--- src/rtl/fetch_prefetch_unit.sv ---
// Instruction-fetch front end: owns the PC, issues in-order imem requests and buffers {pc, instr} for IF/ID.
// Optional FETCH_STATS_EN enables the delivered/dropped statistics counters.
module fetch_prefetch_unit #(
    parameter int unsigned DEPTH           = 4,
    parameter int unsigned MAX_OUTSTANDING = 2,
    parameter logic [63:0] RESET_PC        = 64'd0
) (
    input  logic        clk,
    input  logic        reset,
    output logic        imem_req_valid,
    input  logic        imem_req_ready,
    output logic [63:0] imem_req_addr,
    input  logic        imem_rsp_valid,
    input  logic [31:0] imem_rsp_data,
    input  logic        redirect_valid,
    input  logic [63:0] redirect_pc,
    output logic        out_valid,
    input  logic        out_ready,
    output logic [63:0] out_pc,
    output logic [31:0] out_instr,
    output logic [31:0] stat_fetched,
    output logic [31:0] stat_dropped
);

    localparam int unsigned AW = $clog2(DEPTH);
    localparam int unsigned CW = $clog2(DEPTH + 1);
    localparam int unsigned OW = $clog2(MAX_OUTSTANDING + 1);
    localparam int unsigned PW = (MAX_OUTSTANDING > 1) ? $clog2(MAX_OUTSTANDING) : 1;
    localparam int unsigned SW = CW + 1;

    logic [63:0]   r_fetch_pc;
    logic [63:0]   r_q_pc    [DEPTH];
    logic [31:0]   r_q_instr [DEPTH];
    logic [AW-1:0] r_rd_ptr;
    logic [AW-1:0] r_wr_ptr;
    logic [CW-1:0] r_count;
    logic [OW-1:0] r_outstanding;
    logic [OW-1:0] r_drop_cnt;
    logic [63:0]   r_pf      [MAX_OUTSTANDING];
    logic [PW-1:0] r_pf_rd;
    logic [PW-1:0] r_pf_wr;
    logic [63:0]   r_last_pc;
    logic [31:0]   r_last_instr;

    logic          w_acc;
    logic          w_rsp;
    logic          w_drop;
    logic          w_enq;
    logic          w_deq;
    logic [SW-1:0] w_occ;
    logic [OW-1:0] w_out_next;
    logic [63:0]   w_redirect_target;

    function automatic logic [PW-1:0] pf_inc(input logic [PW-1:0] p);
        return (p == PW'(MAX_OUTSTANDING - 1)) ? '0 : p + PW'(1);
    endfunction

    // Occupancy counts live in-flight requests so every response already owns a queue slot.
    assign w_occ = SW'(r_count) + SW'(r_outstanding) - SW'(r_drop_cnt);

    assign imem_req_valid = !reset && !redirect_valid &&
                            (r_outstanding < OW'(MAX_OUTSTANDING)) &&
                            (w_occ < SW'(DEPTH));
    assign imem_req_addr  = r_fetch_pc;

    assign w_acc             = imem_req_valid && imem_req_ready;
    assign w_rsp             = imem_rsp_valid && (r_outstanding != '0);
    assign w_drop            = w_rsp && (redirect_valid || (r_drop_cnt != '0));
    assign w_enq             = w_rsp && !w_drop;
    assign w_deq             = out_valid && out_ready;
    assign w_out_next        = r_outstanding + OW'(w_acc) - OW'(w_rsp);
    assign w_redirect_target = redirect_pc & ~64'd3;

    assign out_valid = (r_count != '0);
    assign out_pc    = out_valid ? r_q_pc[r_rd_ptr]    : r_last_pc;
    assign out_instr = out_valid ? r_q_instr[r_rd_ptr] : r_last_instr;

    always_ff @(posedge clk or posedge reset) begin
        if (reset) begin
            r_fetch_pc    <= RESET_PC;
            r_rd_ptr      <= '0;
            r_wr_ptr      <= '0;
            r_count       <= '0;
            r_outstanding <= '0;
            r_drop_cnt    <= '0;
            r_pf_rd       <= '0;
            r_pf_wr       <= '0;
            r_last_pc     <= '0;
            r_last_instr  <= '0;
        end else begin
            if (w_acc) begin
                r_pf_wr    <= pf_inc(r_pf_wr);
                r_fetch_pc <= r_fetch_pc + 64'd4;
            end
            if (w_rsp) begin
                r_pf_rd <= pf_inc(r_pf_rd);
            end
            r_outstanding <= w_out_next;
            if (out_valid) begin
                r_last_pc    <= r_q_pc[r_rd_ptr];
                r_last_instr <= r_q_instr[r_rd_ptr];
            end
            if (redirect_valid) begin
                r_fetch_pc <= w_redirect_target;
                r_count    <= '0;
                r_rd_ptr   <= '0;
                r_wr_ptr   <= '0;
                r_drop_cnt <= w_out_next;
            end else begin
                if (w_drop) begin
                    r_drop_cnt <= r_drop_cnt - OW'(1);
                end
                if (w_enq) begin
                    r_wr_ptr <= r_wr_ptr + AW'(1);
                end
                if (w_deq) begin
                    r_rd_ptr <= r_rd_ptr + AW'(1);
                end
                r_count <= r_count + CW'(w_enq) - CW'(w_deq);
            end
        end
    end

    always_ff @(posedge clk) begin
        if (w_acc) begin
            r_pf[r_pf_wr] <= r_fetch_pc;
        end
        if (w_enq) begin
            r_q_pc[r_wr_ptr]    <= r_pf[r_pf_rd];
            r_q_instr[r_wr_ptr] <= imem_rsp_data;
        end
    end

`ifdef FETCH_STATS_EN
    logic [31:0] r_stat_fetched;
    logic [31:0] r_stat_dropped;

    always_ff @(posedge clk or posedge reset) begin
        if (reset) begin
            r_stat_fetched <= '0;
            r_stat_dropped <= '0;
        end else begin
            if (w_deq) begin
                r_stat_fetched <= r_stat_fetched + 32'd1;
            end
            if (w_drop) begin
                r_stat_dropped <= r_stat_dropped + 32'd1;
            end
        end
    end

    assign stat_fetched = r_stat_fetched;
    assign stat_dropped = r_stat_dropped;
`else
    assign stat_fetched = '0;
    assign stat_dropped = '0;
`endif

endmodule

--- config.mk ---
export PLATFORM = sky130hd
export DESIGN_NAME = fetch_prefetch_unit
export DESIGN_NICKNAME = d
export VERILOG_FILES = /design/src/rtl/fetch_prefetch_unit.sv
export SDC_FILE = /design/constraint.sdc
export NUM_CORES = 1
export LEC_CHECK = 0
export BUFFER_PORTS_ARGS = -buffer_cell sky130_fd_sc_hd__buf_2
export CAP_MARGIN = 20
export CORE_ASPECT_RATIO = 0.9
export CORE_MARGIN = 2
export CORE_UTILIZATION = 40
export CTS_CLUSTER_DIAMETER = 120
export DETAILED_ROUTE_END_ITERATION = 8
export GPL_TIMING_DRIVEN = 0
export PLACE_DENSITY_LB_ADDON = 0.15
export SLEW_MARGIN = 15
export SYNTH_ARGS = -nofsm -noshare
export SYNTH_HDL_FRONTEND = slang
export SYNTH_SLANG_ARGS = --single-unit
export TNS_END_PERCENT = 10
--- constraint.sdc ---
create_clock -name clk -period 11.2 [get_ports clk]
set_clock_uncertainty 0.05 [all_clocks]
set_input_delay 0.56 -clock clk [delete_from_list [all_inputs] [get_ports clk]]
set_output_delay 0.56 -clock clk [all_outputs]
set_load 0.01 [all_outputs]
==> reports/qor.txt <==
status = complete, but fails checks
failing checks = design-rule violations
top cell family by delay on the critical path = compound AO/OA/AOI/OAI gates
crit path DAT = 4.49 ns
final setup violating endpoints = 0
Worst Hold End = r_q_instr[0][21]
setup TNS = 0 ns
latest clock arrival within the worst-skew pair = 0.60 ns
multi-input logic area = 6686 sq um
Post-synth EDFFs = 500
worst hold stages = 1
Max Root-Sink Buffers = 3
Rows = 89
TritonCTS clock tree = yes
Hold Crit Class = input port to register
FMAX = 235.6 MHz
r2r setup slk = 6.96 ns
vias = 15.67k
unrepaired setup endpoints after global routing = false
Hold WS = 0.1269 ns
layout cells sized above 1 = 29.23%
Max FO, Critical Path = 23
htree depth = 3
Yosys cell types = 45
all-layer global routing usage = 20.09%
crit path cell chain = inv_1 -> fa_1 -> inv_1 -> ha_1 -> nand3b_1 -> a211o_1 -> a21oi_1 -> inv_1 -> clkbuf_1 -> nor2_4 -> buf_12
Least-Margin Pin Slew = 0.9601 ns
FF/Latch Area = 19290 sq um
Layout area overhead = 20.80%
count of final hold-check violations = 0
Slew Limit Fails = 0
reg-to-reg endpoint = r_pf[0][61]
predominant post-synthesis flop cell = edfxtp_1
Crit. End Element = register
CP bufs+invs = 5
pwr dens = 242.5 nW/um^2
crit path max-delay cell type = nor2_4
path depth of the worst reg2reg path = 11
Syn Area/Cell = 15.76 sq um
# port buffers = 259
Placeable Area = 65700 sq um
Antenna diodes = 0
register area share after synthesis = 72.55%
Clock transition at path regs = 0.06 ns
crit share post-route = 37.90%
Worst setup SP type = register
post-CTS resize count = 0
total CTS buffers = 73
hold path start = imem_rsp_data[21]
Ports = 328
grt ovf = 0
relative slew slack = 36.00%
CTS Hold Bufs = 1
leakage = 0.01202 uW
largest net degree at the start of global routing = 69
die height = 248.6 microns
Post-synth ARST share = 25.48%
utilization after layout = 48.89%
Sink Count = 671
WS Path Type = register to register
Critical R2R Launch = r_count[1]
initial detailed-routing violation count = 1274
max_cap viols = 0
biggest cell delay along the critical path = 0.69 ns
Ys Warns = 0
clock root buffer = clkbuf_16
antenna-violating nets left = 0
first-pass GRT wire length = 102.0 mm
flip-flop and latch count after synthesis = 671
Post-DP HPWL = 46.45 mm
Die Wd = 275.8 microns
Starting Density = 40.48%
drt total wl = 68.38 mm
Req. time, crit path = 11.44 ns
Die Area = 68560 sq um
# DRC = 9
commonest non-fill, non-tap cell in the layout = edfxtp_1
Setup Buffers After CTS = 0
WL per Instance = 22.55 microns
Most common cell on crit path = inv_1
Cell Area, Synth = 26590 sq um
Tmin final = 4.244 ns
fillers = 5752
VDD IR max = 153.8 uV
Vias per Instance = 5.165
routability cong. = 0.8393
Final nets = 2225
most frequent cells in the layout = edfxtp_1 (500), nand2_1 (340), buf_2 (261), dfrtp_1 (171), mux4_2 (94)
antenna violations before repair = 2
drt pass-1 iters = 7
Synth Instances = 1687
number of global-route vias before repair = 15.94k
where the power goes:
group / internal, uW / switching, uW
clock: 1470 / 961
combinational: 822 / 1350
sequential: 3060 / 131
total: 5350 / 2440
stage by stage:
stage	total power, uW	area, sq um	setup WS, ns	std cells
4_1_cts	7914	32110	6.878	3031
5_1_grt	8225	32120	6.668	3033
6_report	7789	32120	6.956	3033
3_3_place_gp	5399	29210	2.319	2875
3_5_place_dp	5460	29640	6.978	2894
2_1_floorplan	4534	26840	5.429	1752
cells in the mapped netlist, types with 23 or more instances:
cell type    n  share of area [%]
buf_4       67                1.9
dfrtp_1    171                 16
nand3_1     33               0.62
mux2_2      65                2.8
mux4_2      94                8.0
nand2_1    340                4.8
clkbuf_1    60               0.85
o21ai_0     32               0.60
nor2_1      51               0.72
inv_1       26               0.37
edfxtp_1   500                 56
or3_1       23               0.54
a31oi_1     35               0.82
or4_1       30               0.85
layout make-up:
cell class	instances	share of cell area, %
Buffer	140	2.430
Timing Repair Buffer	281	5.336
Sequential cell	671	60.06
Tap cell	864	3.365
Multi-Input combinational cell	914	20.81
Clock buffer	100	6.649
Clock inverter	36	1.005
Inverter	27	0.3389
state kept, by name, summed over array words and instances, names as in the netlist:
name and count:
r_wr_ptr 2, r_rd_ptr 2, r_drop_cnt 2, r_last_instr 32, r_q_pc 248, r_pf_wr 1
r_pf_rd 1, r_count 3, r_outstanding 2, r_last_pc 64, r_q_instr 128, r_pf 124
imem_req_addr 62
layer usage:
metal  GRT usage [%]  vias up  wire length (microns)  part of all wire [%]
met1           27.14     8039                  29130                    43
met5               0        -                     25                 0.037
met4           4.409        4                   1172                   1.7
li1                -     7076                      -                     -
met2           32.54      460                  33240                    49
met3           5.485       87                   4812                   7.0
worst max-delay path by stage:
stage,from,endpoint,cells after the start
after global placement,reset,imem_req_addr[20],7
after global routing,r_count[1],r_pf[0][57],11
final,r_count[1],r_pf[0][61],11
after floorplan,reset,imem_req_addr[20],6
after CTS,r_rd_ptr[1],out_pc[43],7
after detailed placement,r_count[1],r_pf[0][58],11
logic make-up after synthesis:
logic type | synth area share (%)
other | 0.01410
buffers and inverters | 3.317
AOI/OAI and AO/OA | 2.997
and+or+nand+nor | 8.883
muxes | 10.75
DFF | 72.55
xor gates and xnor gates | 0.7246
adders and majority gates | 0.7622
Power figures use the tool's default switching activity.
